$ cat config.mk
export PLATFORM = sky130hd
export DESIGN_NAME = fruit_spawner_flat
export DESIGN_NICKNAME = d
export VERILOG_FILES = /design/src/rtl/fruit_pkg.sv /design/src/rtl/fruit_spawner_if.sv /design/src/rtl/spawn_lfsr.sv /design/src/rtl/fruit_spawner.sv /design/src/flat_wrapper.sv
export SDC_FILE = /design/constraint.sdc
export NUM_CORES = 1
export LEC_CHECK = 0
export CAP_MARGIN = 40
export CELL_PAD_IN_SITES_DETAIL_PLACEMENT = 1
export CELL_PAD_IN_SITES_GLOBAL_PLACEMENT = 1
export CORE_MARGIN = 2
export CORE_UTILIZATION = 45
export DETAILED_ROUTE_END_ITERATION = 8
export GPL_TIMING_DRIVEN = 0
export PLACE_DENSITY_LB_ADDON = 0.1
export SETUP_SLACK_MARGIN = 0.2
export SLEW_MARGIN = 20
export SYNTH_ARGS = -nofsm -noshare
export SYNTH_HDL_FRONTEND = slang
export SYNTH_SLANG_ARGS = --single-unit
$ cat constraint.sdc
create_clock -name sysck -period 3.5 [get_ports sysck]
set_clock_uncertainty 0.05 [all_clocks]
set_input_delay 0.875 -clock sysck [delete_from_list [all_inputs] [get_ports sysck]]
set_output_delay 0.875 -clock sysck [all_outputs]
set_load 0.05 [all_outputs]
$ cat src/rtl/fruit_pkg.sv
// Shared types and constants for the fruit spawner: FSM states, launch-column
// folding, angle base and LFSR feedback taps.
package fruit_pkg;

  typedef enum logic [2:0] {
    IDLE,
    WAIT,
    PICK,
    LAUNCH,
    SETTLE
  } state_t;

  localparam logic [4:0]  X_FOLD_LIMIT = 5'd25;
  localparam logic [4:0]  THETA_BASE   = 5'd8;
  // Fibonacci taps 16,14,13,11 expressed as register bits 15,13,12,10
  localparam logic [15:0] LFSR_TAPS    = 16'hB400;

  // Columns above the limit fold down by 16 so the launch x stays on screen
  function automatic logic [4:0] fold_x(input logic [4:0] raw);
    return (raw > X_FOLD_LIMIT) ? raw - 5'd16 : raw;
  endfunction

endpackage

$ cat src/rtl/fruit_spawner_if.sv
// Spawner <-> game-control / trajectory-bank signal bundle. The master side
// is the spawner; the slave side is the game logic plus trajectory units.
interface fruit_spawner_if #(
  parameter int N_SLOTS = 4
);
  logic               on;
  logic [N_SLOTS-1:0] slot_act;
  logic               coordck;
  logic [N_SLOTS-1:0] launch;
  logic [4:0]         xin;
  logic [4:0]         theta;
  logic [15:0]        spawn_cnt;
  logic               busy_all;

  modport master (
    input  on, slot_act,
    output coordck, launch, xin, theta, spawn_cnt, busy_all
  );

  modport slave (
    output on, slot_act,
    input  coordck, launch, xin, theta, spawn_cnt, busy_all
  );
endinterface

$ cat src/rtl/spawn_lfsr.sv
// 16-bit Fibonacci LFSR (taps 16,14,13,11) stepping once per enabled cycle;
// exposes only the low bits the spawner consumes.
module spawn_lfsr
  import fruit_pkg::*;
#(
  parameter logic [15:0] SEED  = 16'hACE1,
  parameter int          OUT_W = 9
) (
  input  logic             sysck,
  input  logic             reset,
  input  logic             en,
  output logic [OUT_W-1:0] rand_bits
);

  logic [15:0] lfsr_reg;

  always_ff @(posedge sysck or posedge reset) begin
    if (reset) begin
      lfsr_reg <= SEED;
    end else if (en) begin
      lfsr_reg <= {lfsr_reg[14:0], ^(lfsr_reg & LFSR_TAPS)};
    end
  end

  assign rand_bits = lfsr_reg[OUT_W-1:0];

endmodule

$ cat src/rtl/fruit_spawner.sv
// Fruit spawner: coordck time-base divider, spawn-interval FSM and round-robin
// launch of idle trajectory slots. Optional macro FRUIT_SPAWN_RAMP_EN shortens
// the spawn interval every 8th launch down to MIN_TICKS.
module fruit_spawner
  import fruit_pkg::*;
#(
  parameter int          N_SLOTS     = 4,
  parameter int          CK_HALF     = 25000,
  parameter int          SPAWN_TICKS = 64,
  parameter logic [15:0] LFSR_SEED   = 16'hACE1,
  parameter int          SETTLE_CYC  = 3,
  parameter int          MIN_TICKS   = 16
) (
  input  logic             sysck,
  input  logic             reset,
  fruit_spawner_if.master  bus
);

  localparam int PTR_W    = $clog2(N_SLOTS);
  localparam int CK_W     = $clog2(CK_HALF + 1);
  localparam int SET_W    = $clog2(SETTLE_CYC + 1);
  localparam int TICK_MAX = (SPAWN_TICKS > MIN_TICKS) ? SPAWN_TICKS : MIN_TICKS;
  localparam int TICK_W   = $clog2(TICK_MAX + 1);

  state_t              state_reg;
  logic [CK_W-1:0]     div_cnt_reg;
  logic                coordck_reg;
  logic                coordck_d_reg;
  logic [TICK_W-1:0]   tick_cnt_reg;
  logic [TICK_W-1:0]   interval;
  logic [SET_W-1:0]    settle_cnt_reg;
  logic [PTR_W-1:0]    ptr_reg;
  logic [PTR_W-1:0]    slot_reg;
  logic [N_SLOTS-1:0]  launch_reg;
  logic [4:0]          xin_reg;
  logic [4:0]          theta_reg;
  logic [15:0]         spawn_cnt_reg;
  logic                busy_all_reg;
  logic [8:0]          rand_bits;
  logic                tick_rise;
  logic [N_SLOTS-1:0]  free_rot;
  logic                found;
  logic [PTR_W-1:0]    pick_off;
  logic [PTR_W-1:0]    pick_slot;
  logic [PTR_W-1:0]    next_ptr;

  function automatic logic [PTR_W-1:0] wrap_idx(input logic [PTR_W:0] a);
    return (a >= (PTR_W+1)'(N_SLOTS)) ? PTR_W'(a - (PTR_W+1)'(N_SLOTS)) : a[PTR_W-1:0];
  endfunction

  spawn_lfsr #(
    .SEED  (LFSR_SEED),
    .OUT_W (9)
  ) u_lfsr (
    .sysck     (sysck),
    .reset     (reset),
    .en        (bus.on),
    .rand_bits (rand_bits)
  );

  // Time-base divider; held quiet (and edge history cleared) while the game is off
  always_ff @(posedge sysck or posedge reset) begin
    if (reset) begin
      div_cnt_reg   <= '0;
      coordck_reg   <= 1'b0;
      coordck_d_reg <= 1'b0;
    end else if (!bus.on) begin
      div_cnt_reg   <= '0;
      coordck_reg   <= 1'b0;
      coordck_d_reg <= 1'b0;
    end else begin
      coordck_d_reg <= coordck_reg;
      if (div_cnt_reg == CK_W'(CK_HALF - 1)) begin
        div_cnt_reg <= '0;
        coordck_reg <= ~coordck_reg;
      end else begin
        div_cnt_reg <= div_cnt_reg + CK_W'(1);
      end
    end
  end

  assign tick_rise = coordck_reg & ~coordck_d_reg;

  // Free-slot map rotated so bit 0 is the round-robin pointer's slot
  genvar gi;
  generate
    for (gi = 0; gi < N_SLOTS; gi++) begin : g_rot
      assign free_rot[gi] = ~bus.slot_act[wrap_idx({1'b0, ptr_reg} + (PTR_W+1)'(gi))];
    end
  endgenerate

  always_comb begin
    found    = 1'b0;
    pick_off = '0;
    for (int i = N_SLOTS - 1; i >= 0; i--) begin
      if (free_rot[i]) begin
        found    = 1'b1;
        pick_off = PTR_W'(i);
      end
    end
  end

  assign pick_slot = wrap_idx({1'b0, ptr_reg} + {1'b0, pick_off});
  assign next_ptr  = wrap_idx({1'b0, slot_reg} + (PTR_W+1)'(1));

`ifdef FRUIT_SPAWN_RAMP_EN
  logic [TICK_W-1:0] interval_reg;

  always_ff @(posedge sysck or posedge reset) begin
    if (reset) begin
      interval_reg <= TICK_W'(SPAWN_TICKS);
    end else if (!bus.on || state_reg == IDLE) begin
      interval_reg <= TICK_W'(SPAWN_TICKS);
    end else if (state_reg == LAUNCH && spawn_cnt_reg[2:0] == 3'd7 &&
                 interval_reg > TICK_W'(MIN_TICKS)) begin
      interval_reg <= interval_reg - TICK_W'(1);
    end
  end

  assign interval = interval_reg;
`else
  assign interval = TICK_W'(SPAWN_TICKS);
`endif

  always_ff @(posedge sysck or posedge reset) begin
    if (reset) begin
      state_reg      <= IDLE;
      tick_cnt_reg   <= '0;
      settle_cnt_reg <= '0;
      ptr_reg        <= '0;
      slot_reg       <= '0;
      launch_reg     <= '0;
      xin_reg        <= '0;
      theta_reg      <= '0;
      spawn_cnt_reg  <= '0;
      busy_all_reg   <= 1'b0;
    end else if (!bus.on) begin
      // Pointer and launch count survive a pause; everything visible goes quiet
      state_reg      <= IDLE;
      tick_cnt_reg   <= '0;
      settle_cnt_reg <= '0;
      launch_reg     <= '0;
      xin_reg        <= '0;
      theta_reg      <= '0;
      busy_all_reg   <= 1'b0;
    end else begin
      launch_reg <= '0;
      case (state_reg)
        IDLE: begin
          tick_cnt_reg <= '0;
          state_reg    <= WAIT;
        end
        WAIT: begin
          if (tick_rise) begin
            if (tick_cnt_reg + TICK_W'(1) >= interval) begin
              tick_cnt_reg <= '0;
              state_reg    <= PICK;
            end else begin
              tick_cnt_reg <= tick_cnt_reg + TICK_W'(1);
            end
          end
        end
        PICK: begin
          if (found) begin
            busy_all_reg <= 1'b0;
            slot_reg     <= pick_slot;
            launch_reg   <= {{(N_SLOTS-1){1'b0}}, 1'b1} << pick_slot;
            xin_reg      <= fold_x(rand_bits[4:0]);
            theta_reg    <= THETA_BASE + {1'b0, rand_bits[8:5]};
            state_reg    <= LAUNCH;
          end else begin
            busy_all_reg <= 1'b1;
          end
        end
        LAUNCH: begin
          // Counted on leaving LAUNCH so a pulse killed by on=0 is not counted
          spawn_cnt_reg  <= spawn_cnt_reg + 16'd1;
          ptr_reg        <= next_ptr;
          settle_cnt_reg <= '0;
          state_reg      <= SETTLE;
        end
        SETTLE: begin
          if (settle_cnt_reg == SET_W'(SETTLE_CYC - 1)) begin
            state_reg <= WAIT;
          end else begin
            settle_cnt_reg <= settle_cnt_reg + SET_W'(1);
          end
        end
        default: state_reg <= IDLE;
      endcase
    end
  end

  assign bus.coordck   = coordck_reg;
  assign bus.launch    = launch_reg & {N_SLOTS{bus.on}};
  assign bus.xin       = xin_reg;
  assign bus.theta     = theta_reg;
  assign bus.spawn_cnt = spawn_cnt_reg;
  assign bus.busy_all  = busy_all_reg;

endmodule

$ cat src/flat_wrapper.sv
// flat-port wrapper written by rule: the top's interface ports become plain ports
module fruit_spawner_flat import fruit_pkg::*;
#(
  parameter int          N_SLOTS     = 4,
  parameter int          CK_HALF     = 25000,
  parameter int          SPAWN_TICKS = 64,
  parameter logic [15:0] LFSR_SEED   = 16'hACE1,
  parameter int          SETTLE_CYC  = 3,
  parameter int          MIN_TICKS   = 16
)
  (sysck, reset, bus_on, bus_slot_act, bus_coordck, bus_launch, bus_xin, bus_theta, bus_spawn_cnt, bus_busy_all);
  fruit_spawner_if #(.N_SLOTS(N_SLOTS)) bus_i ();
  input  logic sysck;
  input  logic reset;
  input wire logic [$bits(bus_i.on)-1:0] bus_on;
  input wire logic [$bits(bus_i.slot_act)-1:0] bus_slot_act;
  output wire logic [$bits(bus_i.coordck)-1:0] bus_coordck;
  output wire logic [$bits(bus_i.launch)-1:0] bus_launch;
  output wire logic [$bits(bus_i.xin)-1:0] bus_xin;
  output wire logic [$bits(bus_i.theta)-1:0] bus_theta;
  output wire logic [$bits(bus_i.spawn_cnt)-1:0] bus_spawn_cnt;
  output wire logic [$bits(bus_i.busy_all)-1:0] bus_busy_all;
  assign bus_i.on = bus_on;
  assign bus_i.slot_act = bus_slot_act;
  assign bus_coordck = bus_i.coordck;
  assign bus_launch = bus_i.launch;
  assign bus_xin = bus_i.xin;
  assign bus_theta = bus_i.theta;
  assign bus_spawn_cnt = bus_i.spawn_cnt;
  assign bus_busy_all = bus_i.busy_all;
  fruit_spawner #(.N_SLOTS(N_SLOTS), .CK_HALF(CK_HALF), .SPAWN_TICKS(SPAWN_TICKS), .LFSR_SEED(LFSR_SEED), .SETTLE_CYC(SETTLE_CYC), .MIN_TICKS(MIN_TICKS)) u_core (.sysck(sysck), .reset(reset), .bus(bus_i));
endmodule
==> results of run 1 <==
## logic make-up (layout without fill, tap and decap cells)
kind of cell    Yosys count  after routing  share of synthesized area, %
simple gates            131            131                          18.2
buf+inv                  16             70                          2.12
xor+xnor                 39             39                          9.55
fa+ha+maj                 5              5                          1.71
mux                      16             16                          4.93
flops                    80             80                          55.1
compound gates           43             43                          8.43
## cell type report
| type | instances | area (sq um) | area share [%] |
|---|---|---|---|
| buffer | 11 | 58.8 | 1.35 |
| multi-input combinational | 234 | 1560 | 36.0 |
| sequential | 80 | 2010 | 46.3 |
| tap | 102 | 128 | 2.93 |
| timing repair buffer | 38 | 393 | 9.03 |
| clock buffer | 10 | 138 | 3.16 |
| clock inverter | 6 | 35.0 | 0.806 |
| inverter | 5 | 21.3 | 0.489 |
## through the flow
| step | power [W] | setup TNS, ns | hold WS [ns] | std cells | area (sq um) |
|---|---|---|---|---|---|
| detailed placement | 0.00140 | 0 | 0.413 | 470 | 4180 |
| floorplan | 0.00133 | 0 | 0.383 | 330 | 3650 |
| global placement | 0.00139 | -58.91 | 0.395 | 469 | 4150 |
| CTS | 0.00201 | 0 | 0.424 | 486 | 4350 |
| finish | 0.00198 | 0 | 0.423 | 486 | 4350 |
| global route | 0.00210 | 0 | 0.443 | 486 | 4350 |
## cells in the mapped netlist, drive strengths merged (2+ instances only)
cell | n | area [sq um]
a211oi | 2 | 20.0
a21oi | 6 | 30.0
a22o | 8 | 70.1
and2 | 6 | 37.5
and3 | 5 | 31.3
buf | 9 | 51.3
clkbuf | 2 | 7.51
dfrtp | 72 | 1800
dfstp | 8 | 210
ha | 5 | 62.6
inv | 4 | 15.0
mux2 | 16 | 180
nand2 | 30 | 113
nand2b | 3 | 18.8
nand3 | 16 | 85.1
nand3b | 2 | 15.0
nand4 | 6 | 52.6
nor2 | 39 | 149
nor2b | 2 | 12.5
nor3 | 9 | 56.3
nor4 | 2 | 12.5
o2111ai | 2 | 17.5
o211ai | 2 | 15.0
o21ai | 12 | 60.1
o22ai | 3 | 18.8
or2 | 2 | 12.5
or2b | 2 | 15.0
or3 | 3 | 18.8
xnor2 | 21 | 191
xor2 | 18 | 158
## layout by cell type (no fill, tap or decap), drive strengths merged, types with 3 or more instances in the layout
master,instances
nor2,39
a22o,8
o21ai,12
clkinv,5
or3,3
clkbuf,12
nand3,16
inv,4
nand2b,3
dfrtp,72
and3,5
nand2,30
xor2,18
ha,5
dfstp,8
nand4,6
xnor2,21
dlygate4sd2,4
a21oi,6
o22ai,3
and2,6
nor3,9
mux2,16
clkdlybuf4s50,33
buf,10
## metal layers
metal  global-route usage [%]  share of wire, %
met2                     30.8                49
met3                     2.81               2.1
met4                     6.16               1.1
met1                     26.3                47
met5                        0                 0
## power groups by stage
stage | Sequential [W] | Clock [W] | Combinational, W
after detailed placement | 0.00116 | 0 | 0.000242
after global routing | 0.00116 | 0.000667 | 0.000273
after global placement | 0.00115 | 0 | 0.000231
final | 0.00114 | 0.000601 | 0.000240
after CTS | 0.00114 | 0.000622 | 0.000245
after floorplan | 0.00113 | 0 | 0.000196
## repair_timing
action                     4_1_cts  5_1_grt
setup endpoints to repair        4        0
buffers inserted                 0        0
resized for setup                4        0
hold buffers                     0        0
## worst max-delay path, stage by stage
cell,delay [ns]
buf_2,0.15
clkbuf_1,0.35
and2_1,0.22
dlygate4sd2_1,0.53
## final timing paths
path                                               to
setup / recovery                        bus_launch[1]
hold / removal                  u_core.div_cnt_reg[0]
setup reg to reg                 u_core.launch_reg[0]
hold reg to reg                 u_core.div_cnt_reg[0]
max in group asynchronous  u_core.u_lfsr.lfsr_reg[11]
min in group asynchronous      u_core.div_cnt_reg[12]
==> flow_summary.ini, run 1 <==
[min_path]
holdPathStages = 1
hp-class = reg2reg
min-delay-start = u_core.div_cnt_reg[0]

[worst_setup_path]
reg2reg_slack_ns = 1.50
crit_type = in2out
crit_fanout = 10
required_ns = 2.57
startpoint = bus_on
worstPathArrival_ns = 2.14
crit_path_end_kind = primary output
r2r-start = u_core.ptr_reg[0]
cp-start-kind = input pin
reg2regPathDepth = 9

[routing]
drc = 0
drt_wl_total_um = 7450
dr.pass1.iters = 4
vias_per_cell = 5.33
drt_iter0_drc = 96
num_vias = 2588
drt.antenna.violating_nets = 0
post_drt_wl_per_cell_um = 15.3

[synth]
yosys_warnings = 0
synth-edff-count = 0
synth_nets = 342
synthArstFlopShare_pct = 100
synth_cell_type_count = 50
avgSynthCellArea_sq_um = 11.1
ys.flop_type = dfrtp_1
yosysSeqAreaShare_pct = 55.1
synthesis.area_sq_mm = 0.00365
synth_cells = 330
synth-seq-cells = 80

[timing]
slew_violations = 0
setup_viol = 0
min_period_over_period_pct = 87.5
max_freq_mhz = 326
rsz0062_at_grt = no
tightest_slew_ns = 0.584
final_hold_viol_count = 0
setup_ws_ns = 0.436
slew_headroom_pct = 61.1
fin_crit_ns = 3.06

[placed_design]
place_congestion = 0.755
pre_cts_slack_ns = 0.158
port_buffers = 37
hpwl_um = 5200

[global_routing]
grt_first_pass_wirelength_um = 13300
gr-total-overflow = 0
grt_use_total_pct = 19.0
antenna_found_initial = 0
grt_max_degree = 49
grt_pass1_vias = 2706

[power]
switchingPower_w = 0.000516
ir_worst_vdd_mv = 0.331
leakage_nw = 1.92
sw_frac_of_total_pct = 26.0
power.density_mw_per_mm2 = 456
comb_power_share_pct = 12.1
p_int_w = 0.00147
p_seq_share_pct = 57.6
power.share.clock_pct = 30.3

[clocking]
cts_tree = yes
htreeDepth = 3
cts_buffer_depth = 2
cts-buffers-inserted = 9
cts.clk_slew.worst_paths_ns = 0.08
clkLatencyLatePin_ns = 0.34
cts_sinks = 80
cts-root-buf = clkbuf_8

[final_layout]
finalNetCount = 391
post-route-util_pct = 55.7
n_antenna_cell = 0
n_fill_cell = 884
drive_above_1_share_pct = 15.6
syn_to_final_growth_pct = 19.0

[die]
start_util_pct = 46.8
row_count = 32
core_area_sq_mm = 0.00781
die-area_sq_mm = 0.00886
die_h_um = 94.1
ioPinCount = 39
chipWidth_um = 94.1

[run_status]
status = completed

[job]
drv_cap = 0
Note: power is estimated with default switching activity, not from simulation.
==> run 2: changes to the inputs <==
Settings changed: SKIP_CTS_REPAIR_TIMING set to 1.
==> flow_summary.ini, run 2 (synthesized netlist as in run 1, its figures left out) <==
[run_status]
status = completed

[global_routing]
grt_max_degree = 49
grt_pass1_vias = 2706
grt_first_pass_wirelength_um = 13300
gr-total-overflow = 0
antenna_found_initial = 0
grt_use_total_pct = 19.0

[worst_setup_path]
crit_family = buffers and inverters
crit_type = in2out
worstPathArrival_ns = 2.03
slowest_delay_ns = 0.43
cp-start-kind = input pin
crit_fanout = 10
crit_buf_inv = 3
required_ns = 2.57
crit_path_end_kind = primary output
worst_path_max_delay_cell = dlymetal6s2s_1
cp_cell_sequence = buf_2, clkbuf_1, and2_1, dlymetal6s2s_1

[die]
chipWidth_um = 94.1
start_util_pct = 46.8
die-area_sq_mm = 0.00886
die_h_um = 94.1
row_count = 32
core_area_sq_mm = 0.00781
ioPinCount = 39

[timing]
tightest_slew_ns = 0.588
tns_ns = 0
slew_violations = 0
min_period_over_period_pct = 84.5
setup_viol = 0
setup_ws_ns = 0.542
rsz0062_at_grt = no
slew_headroom_pct = 60.8
timing.hold.ws_ns = 0.423
max_freq_mhz = 338
fin_crit_ns = 2.96
final_hold_viol_count = 0

[clocking]
htreeDepth = 3
cts-root-buf = clkbuf_8
clkLatencyLatePin_ns = 0.34
cts.clk_slew.worst_paths_ns = 0.08
cts_buffer_depth = 2
cts_sinks = 80
cts_tree = yes
cts-buffers-inserted = 9

[power]
ir_worst_vdd_mv = 0.331
leakage_nw = 1.97
power.density_mw_per_mm2 = 454

[final_layout]
final_cell_mix = dfrtp_1 (72), nor2_1 (38), clkdlybuf4s50_1 (33)
syn_to_final_growth_pct = 19.5
n_antenna_cell = 0
finalNetCount = 391
layout.cells.most_common = dfrtp_1
drive_above_1_share_pct = 15.6

[routing]
drc = 0
drt.antenna.violating_nets = 0
num_vias = 2586
dr.pass1.iters = 4
drt_iter0_drc = 96
vias_per_cell = 5.32
post_drt_wl_per_cell_um = 15.3
drt_wl_total_um = 7450

[min_path]
hp-class = reg2reg

[placed_design]
place_congestion = 0.755
hpwl_um = 5200
port_buffers = 37
pre_cts_slack_ns = 0.158

[job]
drv_cap = 0
==> run 2: changes by cell type in the layout (fill, tap and decap cells not counted), sizes merged <==
cell and change:
dlygate4sd2 -4, dlymetal6s2s +4
==> run 2: per-stage QoR <==
step                      instance area (sq um)  util (%)  total power, W  instances
final                                      4360      55.9         0.00198        486
after global routing                       4360      55.9         0.00210        486
after CTS                                  4350      55.8         0.00201        486
after detailed placement                   4180      53.6         0.00140        470
after global placement                     4150      53.2         0.00139        469
after floorplan                            3650         -         0.00133        330
==> run 2: cell type report <==
cell class                 count  area (sq um)
tap                          102           128
buffer                        11          58.8
inverter                       5          21.3
clock inverter                 6          35.0
sequential                    80          2010
fill                         879          3440
timing repair buffer          38           408
multi-input combinational    234          1560
clock buffer                  10           138
==> run 2: power by group <==
part           internal, W  leakage (nW)  switching (W)
clock             0.000272        0.0878       0.000329
combinational     0.000133         0.820       0.000107
sequential         0.00106          1.07      0.0000800
total              0.00147          1.97       0.000516
==> run 2: final timing paths <==
check | startpoint | slack, ns | to | depth (start not counted)
max reg2reg | u_core.ptr_reg[0] | 1.50 | u_core.launch_reg[0] | 9
max in group asynchronous | reset | 1.88 | u_core.u_lfsr.lfsr_reg[11] | 3
min in group asynchronous | reset | 0.88 | u_core.div_cnt_reg[12] | 2
min | u_core.div_cnt_reg[0] | 0.42 | u_core.div_cnt_reg[0] | 1
min reg2reg | u_core.div_cnt_reg[0] | 0.42 | u_core.div_cnt_reg[0] | 1
max | bus_on | 0.54 | bus_launch[1] | 4
==> run 2: worst reg2reg max path, stage by stage, from the launching register on <==
cell and delay (ns):
dfrtp_1 0.38, buf_2 0.18, nand2_1 0.10, o22ai_1 0.08, o21ai_0 0.16, o211ai_1 0.12
ha_1 0.22, xnor2_1 0.24, xnor2_2 0.19, nor3b_1 0.20
==> run 2: metal layers <==
layer	track usage [%]	vias to the layer above	part of all wire, %
met5	0	-	0
met4	6.16	0	1.1
met2	30.8	27	49
met3	2.81	8	2.1
li1	-	1239	-
met1	26.3	1312	47
